### config.mk
export PLATFORM = sky130hd
export DESIGN_NAME = fp_result_pack
export DESIGN_NICKNAME = d
export VERILOG_FILES = /design/src/rtl/fp_result_pack.sv
export SDC_FILE = /design/constraint.sdc
export NUM_CORES = 1
export LEC_CHECK = 0
export BUFFER_PORTS_ARGS = -buffer_cell sky130_fd_sc_hd__buf_2
export CORE_MARGIN = 1
export CORE_UTILIZATION = 50
export CTS_CLUSTER_DIAMETER = 50
export CTS_CLUSTER_SIZE = 24
export DETAILED_ROUTE_END_ITERATION = 10
export PLACE_DENSITY = 0.76
export SYNTH_ARGS = -nofsm -noshare
export SYNTH_HDL_FRONTEND = slang
export SYNTH_SLANG_ARGS = --single-unit
### constraint.sdc
create_clock -name clock -period 2.01 [get_ports clock]
set_clock_uncertainty 0.05 [all_clocks]
set_input_delay 0.402 -clock clock [delete_from_list [all_inputs] [get_ports clock]]
set_output_delay 0.402 -clock clock [all_outputs]
set_load 0.05 [all_outputs]
### src/rtl/fp_result_pack.sv
// Output stage of the FP MAC datapath: round, renormalise, saturate/flush and pack into an IEEE-style word.
// Defining FP_PACK_ROUND_EN gives round-to-nearest-even; without it the significand is truncated.
module fp_result_pack #(
   parameter int EXP_W = 8,
   parameter int MAN_W = 23
) (
   input  logic                   clock,
   input  logic                   resetn,
   input  logic                   in_valid,
   output logic                   in_ready,
   input  logic                   in_sign,
   input  logic [EXP_W+1:0]       in_exponent,
   input  logic [MAN_W+3:0]       in_significand,
   output logic                   out_valid,
   input  logic                   out_ready,
   output logic [EXP_W+MAN_W:0]   fp_result,
   output logic [4:0]             flags,
   output logic [4:0]             sticky_flags,
   input  logic                   flags_clear
);

   localparam int XW = EXP_W + 3;
   localparam logic signed [XW-1:0] EXP_MAX  = XW'((1 << EXP_W) - 1);
   localparam logic signed [XW-1:0] EXP_ZERO = '0;

   // flag bit positions
   localparam int F_INEXACT   = 0;
   localparam int F_UNDERFLOW = 1;
   localparam int F_OVERFLOW  = 2;
   localparam int F_ZERO      = 3;
   localparam int F_INFINITY  = 4;

   // ---------------- handshake ----------------
   logic w_b_ld;
   logic w_a_ld;
   logic w_out_xfer;

   logic r_a_valid;
   logic r_out_valid;

   assign w_b_ld     = !r_out_valid || out_ready;
   assign w_a_ld     = !r_a_valid || w_b_ld;
   assign w_out_xfer = r_out_valid && out_ready;
   assign in_ready   = w_a_ld;

   // ---------------- stage A: rounding ----------------
   logic [MAN_W+1:0] w_mant_r;
   logic             w_inexact_in;
   logic             w_zero_in;

   assign w_inexact_in = |in_significand[2:0];
   assign w_zero_in    = (in_significand == '0);

`ifdef FP_PACK_ROUND_EN
   logic w_g;
   logic w_r;
   logic w_s;
   logic w_lsb;
   logic w_round_up;

   assign w_g        = in_significand[2];
   assign w_r        = in_significand[1];
   assign w_s        = in_significand[0];
   assign w_lsb      = in_significand[3];
   assign w_round_up = w_g & (w_r | w_s | w_lsb);
   assign w_mant_r   = {1'b0, in_significand[MAN_W+3:3]} + {{(MAN_W+1){1'b0}}, w_round_up};
`else
   assign w_mant_r   = {1'b0, in_significand[MAN_W+3:3]};
`endif

   logic             r_a_sign;
   logic [EXP_W+1:0] r_a_exp;
   logic [MAN_W+1:0] r_a_mant;
   logic             r_a_inexact;
   logic             r_a_zero;

   always_ff @(posedge clock or negedge resetn) begin
      if (!resetn) begin
         r_a_valid   <= 1'b0;
         r_a_sign    <= 1'b0;
         r_a_exp     <= '0;
         r_a_mant    <= '0;
         r_a_inexact <= 1'b0;
         r_a_zero    <= 1'b0;
      end else if (w_a_ld) begin
         r_a_valid <= in_valid;
         if (in_valid) begin
            r_a_sign    <= in_sign;
            r_a_exp     <= in_exponent;
            r_a_mant    <= w_mant_r;
            r_a_inexact <= w_inexact_in;
            r_a_zero    <= w_zero_in;
         end
      end
   end

   // ---------------- stage B: normalise and pack ----------------
   // One extra exponent bit so the carry increment can never wrap the sign.
   logic signed [XW-1:0]  w_exp_ext;
   logic signed [XW-1:0]  w_exp_n;
   logic                  w_carry;
   logic [MAN_W-1:0]      w_frac_n;
   logic                  w_ovf;
   logic                  w_unf;
   logic [EXP_W+MAN_W:0]  w_res;
   logic [4:0]            w_flg;

   assign w_carry   = r_a_mant[MAN_W+1];
   assign w_exp_ext = {r_a_exp[EXP_W+1], r_a_exp};
   assign w_exp_n   = w_exp_ext + {{(XW-1){1'b0}}, w_carry};
   assign w_frac_n  = w_carry ? r_a_mant[MAN_W:1] : r_a_mant[MAN_W-1:0];
   assign w_ovf     = (w_exp_n >= EXP_MAX);
   assign w_unf     = (w_exp_n <= EXP_ZERO);

   always_comb begin
      w_res = {r_a_sign, w_exp_n[EXP_W-1:0], w_frac_n};
      w_flg = '0;
      w_flg[F_INEXACT] = r_a_inexact;
      if (r_a_zero) begin
         w_res          = {r_a_sign, {(EXP_W+MAN_W){1'b0}}};
         w_flg          = '0;
         w_flg[F_ZERO]  = 1'b1;
      end else if (w_ovf) begin
         w_res               = {r_a_sign, {EXP_W{1'b1}}, {MAN_W{1'b0}}};
         w_flg               = '0;
         w_flg[F_OVERFLOW]   = 1'b1;
         w_flg[F_INFINITY]   = 1'b1;
         w_flg[F_INEXACT]    = 1'b1;
      end else if (w_unf) begin
         // no subnormal support: anything at or below the minimum exponent flushes
         w_res               = {r_a_sign, {(EXP_W+MAN_W){1'b0}}};
         w_flg               = '0;
         w_flg[F_UNDERFLOW]  = 1'b1;
         w_flg[F_ZERO]       = 1'b1;
         w_flg[F_INEXACT]    = 1'b1;
      end
   end

   logic [EXP_W+MAN_W:0] r_fp_result;
   logic [4:0]           r_flags;

   always_ff @(posedge clock or negedge resetn) begin
      if (!resetn) begin
         r_out_valid <= 1'b0;
         r_fp_result <= '0;
         r_flags     <= '0;
      end else if (w_b_ld) begin
         r_out_valid <= r_a_valid;
         if (r_a_valid) begin
            r_fp_result <= w_res;
            r_flags     <= w_flg;
         end
      end
   end

   // ---------------- sticky flags ----------------
   logic [4:0] r_sticky;
   logic [4:0] w_sticky_next;

   genvar gi;
   generate
      for (gi = 0; gi < 5; gi++) begin : g_sticky
         assign w_sticky_next[gi] = flags_clear ? (w_out_xfer & r_flags[gi])
                                                : (r_sticky[gi] | (w_out_xfer & r_flags[gi]));
      end
   endgenerate

   always_ff @(posedge clock or negedge resetn) begin
      if (!resetn) begin
         r_sticky <= '0;
      end else begin
         r_sticky <= w_sticky_next;
      end
   end

   assign out_valid    = r_out_valid;
   assign fp_result    = r_fp_result;
   assign flags        = r_flags;
   assign sticky_flags = r_sticky;

endmodule

## Word-level counts from Yosys, hierarchy flattened

Index checks and enable logic that the tools add are counted.

- Bits in registers: 80
- Input bits: 43
- Output and inout port bits: 44
- Logic and storage cells: 42

- Order comparisons: 2
- Muxes and demuxes: 11
- Bitwise operators: 10
- Reductions and logical operators: 9

Operators by type and width:

| cell | number |
|---|---|
| 31-bit two-way mux | 3 |
| 27-bit zero test | 1 |
| 10-bit by 9-bit greater-or-equal comparator with 1-bit output (second input constant) | 1 |
| 10-bit by 1-bit less-or-equal comparator with 1-bit output (second input constant) | 1 |
| 5-bit two-way mux | 2 |
| 1-bit AND | 5 |
| 1-bit two-way mux | 5 |
| 1-bit bitwise OR | 5 |
| 4-bit two-way mux | 1 |
| 2-bit AND reduction | 2 |
| 3-bit OR reduction | 1 |
| 1-bit zero test | 2 |
| 1-bit logical OR | 2 |
| 1-bit logical AND | 1 |

## Longest topological paths before layout

Gate-level depths: netlist (run 1).

- Depth after elaboration: 4
- Depth in mapped cells: 6
- Mapped depth without buffers: 4

## Worst setup path before layout (run 1)

No wires, ideal clock.

- Kind: reg-to-reg
- From: reg r_out_valid (netlist: out_valid)
- To: reg r_a_exp[0]
- Setup time: 125 ps
- Data arrival time: 2257 ps
- Required time: 1835 ps
- Path slack: -422 ps
- Cell stages (with the launch flop): 6
- Buffers on the path: 2
- Cells stage by stage: dfrtp_1 > nand3b_1 > nand2_1 > buf_2 > buf_2 > mux2_2

- Word-level cells in the longest chain between the ends: 4

Ends and longest elaborated chain:

| item | line | source |
|---|---|---|
| from (decl) | 39 | `logic r_out_valid;` |
| from (signal assigned) | 148 | `r_out_valid <= r_a_valid;` |
| 1-bit zero test | 41 | `assign w_b_ld = !r_out_valid \|\| out_ready;` |
| 1-bit logical OR | 41 |  |
| 1-bit logical OR | 42 | `assign w_a_ld = !r_a_valid \|\| w_b_ld;` |
| net in_ready | 10 | `output logic in_ready,` |
| 2-bit AND reduction (no source line) | - |  |
| to (signal assigned) | 89 | `r_a_exp <= in_exponent;` |
| to (decl) | 72 | `logic [EXP_W+1:0] r_a_exp;` |

The timed path passes the listed nets, and every way through them passes these cells.
A chain may end at the register's enable or synchronous reset.

## Final worst setup path (run 1)

- From: reg r_a_exp[7]
- To: reg r_fp_result[2] (netlist: fp_result[2])

- Word-level cells in the longest chain between the ends: 4
- Elaborated cells between the ends (all ways): 5

Ends and longest elaborated chain:

| item | line | source |
|---|---|---|
| 10-bit by 1-bit less-or-equal comparator with 1-bit output | 113 | `assign w_unf = (w_exp_n <= EXP_ZERO);` |
| 31-bit two-way mux | 129 | `end else if (w_unf) begin` |
| 31-bit two-way mux (*) | 123 | `end else if (w_ovf) begin` |
| 31-bit two-way mux (*) | 119 | `if (r_a_zero) begin` |
| to (signal assigned) | 150 | `r_fp_result <= w_res;` |
| to (decl) | 139 | `logic [EXP_W+MAN_W:0] r_fp_result;` |

Every way passes the cells marked *; elsewhere a longest branch is shown, timed or not.

==> flow_summary_export.csv, run 1 <==
group,metric,value,unit
clock_network,clkTransAtPathRegs,0.08,ns
clock_network,numCtsBuffers,9,
sta,finalHoldViolCount,0,
floorplan,die-area,6500,sq um
final_layout,num_antenna_cells,0,
synth,synth_compound_area_frac,0.117,
synth,synth_ff_type,"dfrtp_1",
power,ir_drop,0.622,mV
critical_path,slowest_delay,0.55,ns
global_route,track_usage,0.214,
clock_network,root_buffer,"clkbuf_8",
synth,synthArstFlopShare,1.00,
floorplan,dieHeight,80.6,microns
sta,tightest_slew,0.429,ns
synth,synthAdderAreaFrac,0,
power,p_int,3.01,mW
sta,worst_slack,0.123,ns
critical_path,critPathRequiredTime,2.20,ns
floorplan,io_pins,87,
critical_path,cp.arrival,2.08,ns
detailed_routing,vias_per_cell,5.51,
sta,finalSetupViolCount,0,
worst_hold_path,whs_endpoint,"r_a_valid$_DFFE_PN0N_",
critical_path,reg2reg_to,"fp_result[2]$_DFFE_PN0P_",
critical_path,worstSetupEndpointType,"register",
critical_path,criticalPathCategory,"register to register",
critical_path,path_common_cell,"nor4_4",
critical_path,r2r_start,"r_a_exp[7]$_DFFE_PN0P_",
global_route,grt.overflow.total,0,
final_layout,regArea,1980,sq um
worst_hold_path,hold_path_depth,2,
synth,synth_cells,218,
critical_path,critical-path-top-delay-family,"simple AND/OR/NAND/NOR gates",
detailed_routing,drtIter0Drc,113,
final_layout,final_cell_mix,"buf_2 (85), dfrtp_1 (78), a22o_1 (20)",
clock_network,clk_latency,0.35,ns
sta,relSlewSlack,0.714,
power,clockPowerShare,0.287,
detailed_routing,drtAntennaViolNets,0,
clock_network,cts_tree,"built",
synth,syn_avg_cell_area,14.2,sq um
synth,netlist-cell-type-count,29,
final_layout,drive_above_1_share,0.486,
critical_path,r2r_slack,0.12,ns
synth,synth-simple-area-share,0.0810,
critical_path,cp_max_fo,12,
power,p_leak,1.95,nW
synth,ys_seq_area_frac,0.640,
final_layout,fill_cells,467,
power,power.density,1170,nW/um^2
final_layout,instances_no_fill,394,
global_route,antenna_found_initial,0,
synth,synth_mux_area_frac,0.128,
placement,place_inst,377,
synth,synth_top_family_by_area,"multiplexers",
critical_path,r2r_cells,5,
global_route,grt_pass1_wl,10.1,mm
critical_path,cp_num_buf_inv,1,
detailed_routing,num_vias,2171,
placement,portBuffers,86,
critical_path,start_kind,"register",
synth,synth_xor_xnor_area_share,0,
sta,timing.hold.ws,0.222,ns
placement,dp_slack,0.116,ns
synth,yosys_warnings,0,
worst_hold_path,hold_path_class,"input port to register",
final_layout,multi_input_area,1070,sq um
detailed_routing,drt_wl_total,6.35,mm
final_layout,syn2layout_area_growth,26.8,%
detailed_routing,wl_per_cell,16.1,microns
sta,rsz0062_at_grt,"no",
floorplan,core_area,5960,sq um
worst_hold_path,worstHoldStart,"in_valid",
final_layout,num-nets-final,357,
critical_path,cp_slowest_cell,"or4_4",
global_route,grt_max_degree,34,
clock_network,cts_buffer_depth,2,
global_route,grt_pass1_vias,2100,
critical_path,cp.depth,5,
power,p_sw_frac,0.341,
synth,syn_area,3090,sq um
sta,finalSetupTns,0,ns
synth,synth_edf_count,0,
flow_run,drv_cap,0,
sta,finalCritPeriodShare,0.939,
synth,synth-seq-cells,79,
detailed_routing,dr.pass1.iters,4,
final_layout,final_common_cell,"buf_2",
power,p_total,4.57,mW
clock_network,cts_resized,0,
clock_network,h-tree-depth,3,
synth,syn_nets,261,
floorplan,die_x,80.6,microns
clock_network,post-cts-setup-buffers,0,
clock_network,clock_sinks,79,
sta,period_needed,1.89,ns
critical_path,worstPathCellList,"or4_4, nor4_4, nor4_4, buf_4, a22o_2",
floorplan,initial_utilization,0.519,
power,power.share.sequential,0.440,
placement,gp_congestion,0.776,
status,status,"finished, final reports clean",
floorplan,num_rows,28,
clock_network,cts_hold_buf,1,
sta,finalMaxSlewViolations,0,
power,switchingPower,1.56,mW
placement,dp_hpwl,4.62,mm
power,p_comb_frac,0.272,
sta,fmax,530,MHz
detailed_routing,drc,0,
[power groups by stage]
| stage | clock network (mW) | logic, mW | registers (mW) |
|---|---|---|---|
| global route | 1.40 | 1.32 | 2.04 |
| finish | 1.31 | 1.24 | 2.01 |
| global placement | 0 | 1.23 | 2.03 |
| CTS | 1.33 | 1.25 | 2.01 |
| floorplan | 0 | 0.404 | 2.54 |
| detailed placement | 0 | 1.25 | 2.04 |
[synthesized netlist by cell type, types with 2 or more instances]
cell type  instances  share of area
a22o_1            20          0.057
nor3_1             2         0.0032
buf_6              4          0.015
o21ai_0           14          0.023
o31ai_1            3         0.0073
nand3_1            6         0.0097
buf_2              4         0.0065
or3_1              2         0.0040
mux2_2            35           0.13
nand4_1            3         0.0061
nor2_1             4         0.0049
inv_1              5         0.0061
nand2b_1           2         0.0040
nand2_1           10          0.012
a22o_2             3         0.0097
a221o_1            4          0.013
dfrtp_1           79           0.64
nor4_4             2          0.014
nor4_1             6          0.012
[worst max path at each step]
stage	startpoint	end	slack, ns
CTS	r_a_exp[7]$_DFFE_PN0P_	fp_result[12]$_DFFE_PN0P_	0.11
global placement	r_a_exp[7]$_DFFE_PN0P_	fp_result[2]$_DFFE_PN0P_	0.17
floorplan	out_valid$_DFFE_PN0P_	r_a_exp[0]$_DFFE_PN0P_	-0.04
detailed placement	r_a_exp[7]$_DFFE_PN0P_	fp_result[0]$_DFFE_PN0P_	0.12
finish	r_a_exp[7]$_DFFE_PN0P_	fp_result[2]$_DFFE_PN0P_	0.12
global route	r_a_exp[7]$_DFFE_PN0P_	fp_result[1]$_DFFE_PN0P_	0.05
[through the flow]
stage | cell area, sq um | util
finish | 3920 | 0.658
global route | 3920 | 0.658
CTS | 3920 | 0.658
detailed placement | 3680 | 0.618
global placement | 3680 | 0.618
floorplan | 3180 | -
[sequential cells by signal (all words and copies together), names as in the netlist]
name          flops
flags             4
fp_result        32
out_valid         1
r_a_exp          10
r_a_inexact       1
r_a_mant         23
r_a_sign          1
r_a_valid         1
r_a_zero          1
sticky_flags      5
[per-layer routing]
metal	part of all wire	vias to the layer above	global-route usage
met5	0	-	0
met4	0.022	0	0.116
met3	0.051	11	0.0432
met2	0.48	74	0.318
met1	0.45	1081	0.293
li1	-	1005	-
[kinds of logic after synthesis]
kind of cell | after synthesis
AOI/OAI and AO/OA | 47
buffers and inverters | 16
DFF | 79
muxes | 35
and+or+nand+nor | 41
[layout make-up]
| cell class | instances | share of cell area |
|---|---|---|
| multi-input cells | 123 | 0.272 |
| flip-flops and latches | 79 | 0.505 |
| well taps | 75 | 0.0240 |
| clock inverters | 3 | 0.0166 |
| clock buffers | 13 | 0.0406 |
| inverters | 5 | 0.00479 |
| repair buffers | 96 | 0.137 |
(Power assumes the default switching activity.)
==> inputs of run 2 (changes only) <==
Settings changed: ABC_AREA set to 1, PLACE_DENSITY 0.76 to 0.75.
==> run 2 against run 1 <==
  * Design area increased by 5.0%
  * Sequential power is 5% higher
  * Highest routed layer unchanged
  * Global-route usage rose by 1.4 points
==> flow_summary_export.csv, run 2 <==
group,metric,value,unit
clock_network,clock_sinks,79,
placement,portBuffers,86,
global_route,grt_max_degree,41,
clock_network,root_buffer,"clkbuf_8",
synth,synth_top_area_frac,0.572,
critical_path,start_kind,"register",
placement,place_inst,553,
detailed_routing,drtAntennaViolNets,0,
synth,synth_area_leaders,"dfrtp_1 (57%), nand2_1 (18%), a21boi_0 (4.3%)",
sta,finalSetupViolCount,0,
final_layout,num-nets-final,531,
sta,fmax,592,MHz
power,p_sw_frac,0.425,
synth,synth_top_area_cell,"dfrtp_1",
synth,synth_cells,405,
synth,yosys_warnings,0,
sta,relSlewSlack,0.593,
worst_hold_path,hold_path_class,"input port to register",
synth,synthArstFlopShare,1.00,
power,p_leak,2.27,nW
sta,finalMaxSlewViolations,0,
sta,rsz0062_at_grt,"no",
floorplan,initial_utilization,0.532,
clock_network,clkTransAtPathRegs,0.08,ns
critical_path,r2r_cells,7,
synth,syn_area,3450,sq um
clock_network,cts_hold_buf,1,
final_layout,final_common_cell,"nand2_1",
synth,syn_avg_cell_area,8.53,sq um
floorplan,dieHeight,85.1,microns
global_route,track_usage,0.227,
critical_path,worstSetupEndpointType,"register",
clock_network,h-tree-depth,3,
power,ir_drop,0.672,mV
detailed_routing,drt_wl_total,7.57,mm
critical_path,r2r_start,"out_valid$_DFFE_PN0P_",
synth,yosysMostFrequentCell,"nand2_1",
power,clockPowerShare,0.223,
final_layout,final_core_util,0.634,
power,p_comb_frac,0.361,
detailed_routing,wl_per_cell,13.3,microns
worst_hold_path,hold_path_depth,3,
floorplan,io_pins,87,
clock_network,cts_resized,0,
sta,timing.hold.ws,0.213,ns
power,power.share.sequential,0.416,
final_layout,num_antenna_cells,0,
critical_path,cp.arrival,1.92,ns
critical_path,r2r_slack,0.32,ns
power,power.density,1230,nW/um^2
detailed_routing,drtIter0Drc,162,
detailed_routing,drc,0,
detailed_routing,num_vias,2922,
final_layout,syn2layout_area_growth,19.2,%
critical_path,reg2reg_to,"fp_result[2]$_DFFE_PN0P_",
sta,finalCritPeriodShare,0.840,
clock_network,post-cts-setup-buffers,0,
worst_hold_path,whs_endpoint,"r_a_mant[6]$_DFFE_PN0P_",
floorplan,die-area,7240,sq um
power,switchingPower,2.16,mW
synth,synth-seq-cells,79,
synth,synth_ff_type,"dfrtp_1",
final_layout,instances_no_fill,570,
synth,netlist-cell-type-count,25,
synth,synth_edf_count,0,
status,status,"finished, final reports clean",
clock_network,numCtsBuffers,9,
sta,tightest_slew,0.610,ns
global_route,grt_pass1_wl,12.8,mm
synth,syn_nets,448,
detailed_routing,vias_per_cell,5.13,
global_route,antenna_found_initial,0,
placement,dp_hpwl,5.15,mm
clock_network,cts_tree,"built",
synth,synthTopCellsByCount,"nand2_1 (162), dfrtp_1 (79), inv_1 (25), nand3_1 (25)",
placement,gp_congestion,0.816,
final_layout,largest_reg_flops,32,
floorplan,core_area,6490,sq um
final_layout,drive_above_1_share,0.243,
power,p_int,2.92,mW
floorplan,die_x,85.1,microns
detailed_routing,dr.pass1.iters,5,
sta,period_needed,1.69,ns
power,p_total,5.08,mW
worst_hold_path,worstHoldStart,"in_significand[9]",
global_route,grt_pass1_vias,2825,
synth,ys_seq_area_frac,0.572,
critical_path,criticalPathCategory,"register to register",
final_layout,final_cell_mix,"nand2_1 (162), buf_2 (85), dfrtp_1 (79)",
clock_network,cts_buffer_depth,2,
clock_network,clk_latency,0.34,ns
global_route,grt.overflow.total,0,
critical_path,cp_max_fo,23,
floorplan,num_rows,29,
sta,finalHoldViolCount,0,
flow_run,drv_cap,0,
critical_path,critPathRequiredTime,2.24,ns
sta,finalSetupTns,0,ns
## run 2: layer usage
| metal | global-route usage | wire length [microns] | vias to the layer above |
|---|---|---|---|
| met5 | 0 | 0 | - |
| li1 | - | - | 1433 |
| met4 | 0.0940 | 96 | 0 |
| met3 | 0.0379 | 421 | 11 |
| met1 | 0.315 | 3530 | 1384 |
| met2 | 0.359 | 3520 | 94 |
## run 2: cell families (layout without fill, tap and decap cells)
kind of cell,after synthesis,after routing,synth area share
buffers and inverters,50,138,0.0674
AND/OR/NAND/NOR,225,225,0.269
flip-flops,79,79,0.572
AO/OA/AOI/OAI,51,51,0.0913
## run 2: worst max-delay path by stage
stage	endpoint	cells after the start	slack, ns	startpoint
after global placement	fp_result[18]$_DFFE_PN0P_	9	0.31	out_ready
after global routing	fp_result[4]$_DFFE_PN0P_	7	0.21	out_valid$_DFFE_PN0P_
after CTS	fp_result[18]$_DFFE_PN0P_	7	0.34	out_valid$_DFFE_PN0P_
after detailed placement	fp_result[2]$_DFFE_PN0P_	9	0.25	out_ready
final	fp_result[2]$_DFFE_PN0P_	7	0.32	out_valid$_DFFE_PN0P_
after floorplan	r_a_exp[9]$_DFFE_PN0P_	6	0.14	out_valid$_DFFE_PN0P_
## run 2: cell type report
type                       count  area [sq um]
sequential                    79          1980
fill                         557          2380
inverter                      29           109
multi-input combinational    276          1240
timing repair buffer          93           500
clock buffer                  10           128
tap                           77          96.3
clock inverter                 6          61.3
## run 2: power by group through the flow
stage | combinational (mW) | clock [mW] | sequential, mW
global placement | 1.81 | 0 | 2.13
floorplan | 0.583 | 0 | 2.93
detailed placement | 1.83 | 0 | 2.14
global route | 1.97 | 1.22 | 2.16
CTS | 1.84 | 1.15 | 2.11
finish | 1.83 | 1.13 | 2.11
## run 2: per-stage QoR
stage	cell area, sq um	setup WS, ns
after CTS	4120	0.341
after detailed placement	3920	0.255
final	4120	0.321
after global placement	3920	0.315
after floorplan	3450	0.137
after global routing	4120	0.211
## run 2: worst max-delay path, stage by stage (launching register included)
cell     delay (ns)
dfrtp_1        0.47
nand2_2        0.12
nand2_2        0.06
inv_2          0.06
nand2_2        0.15
nor2_4         0.52
nand2_1        0.12
nand2_1        0.08
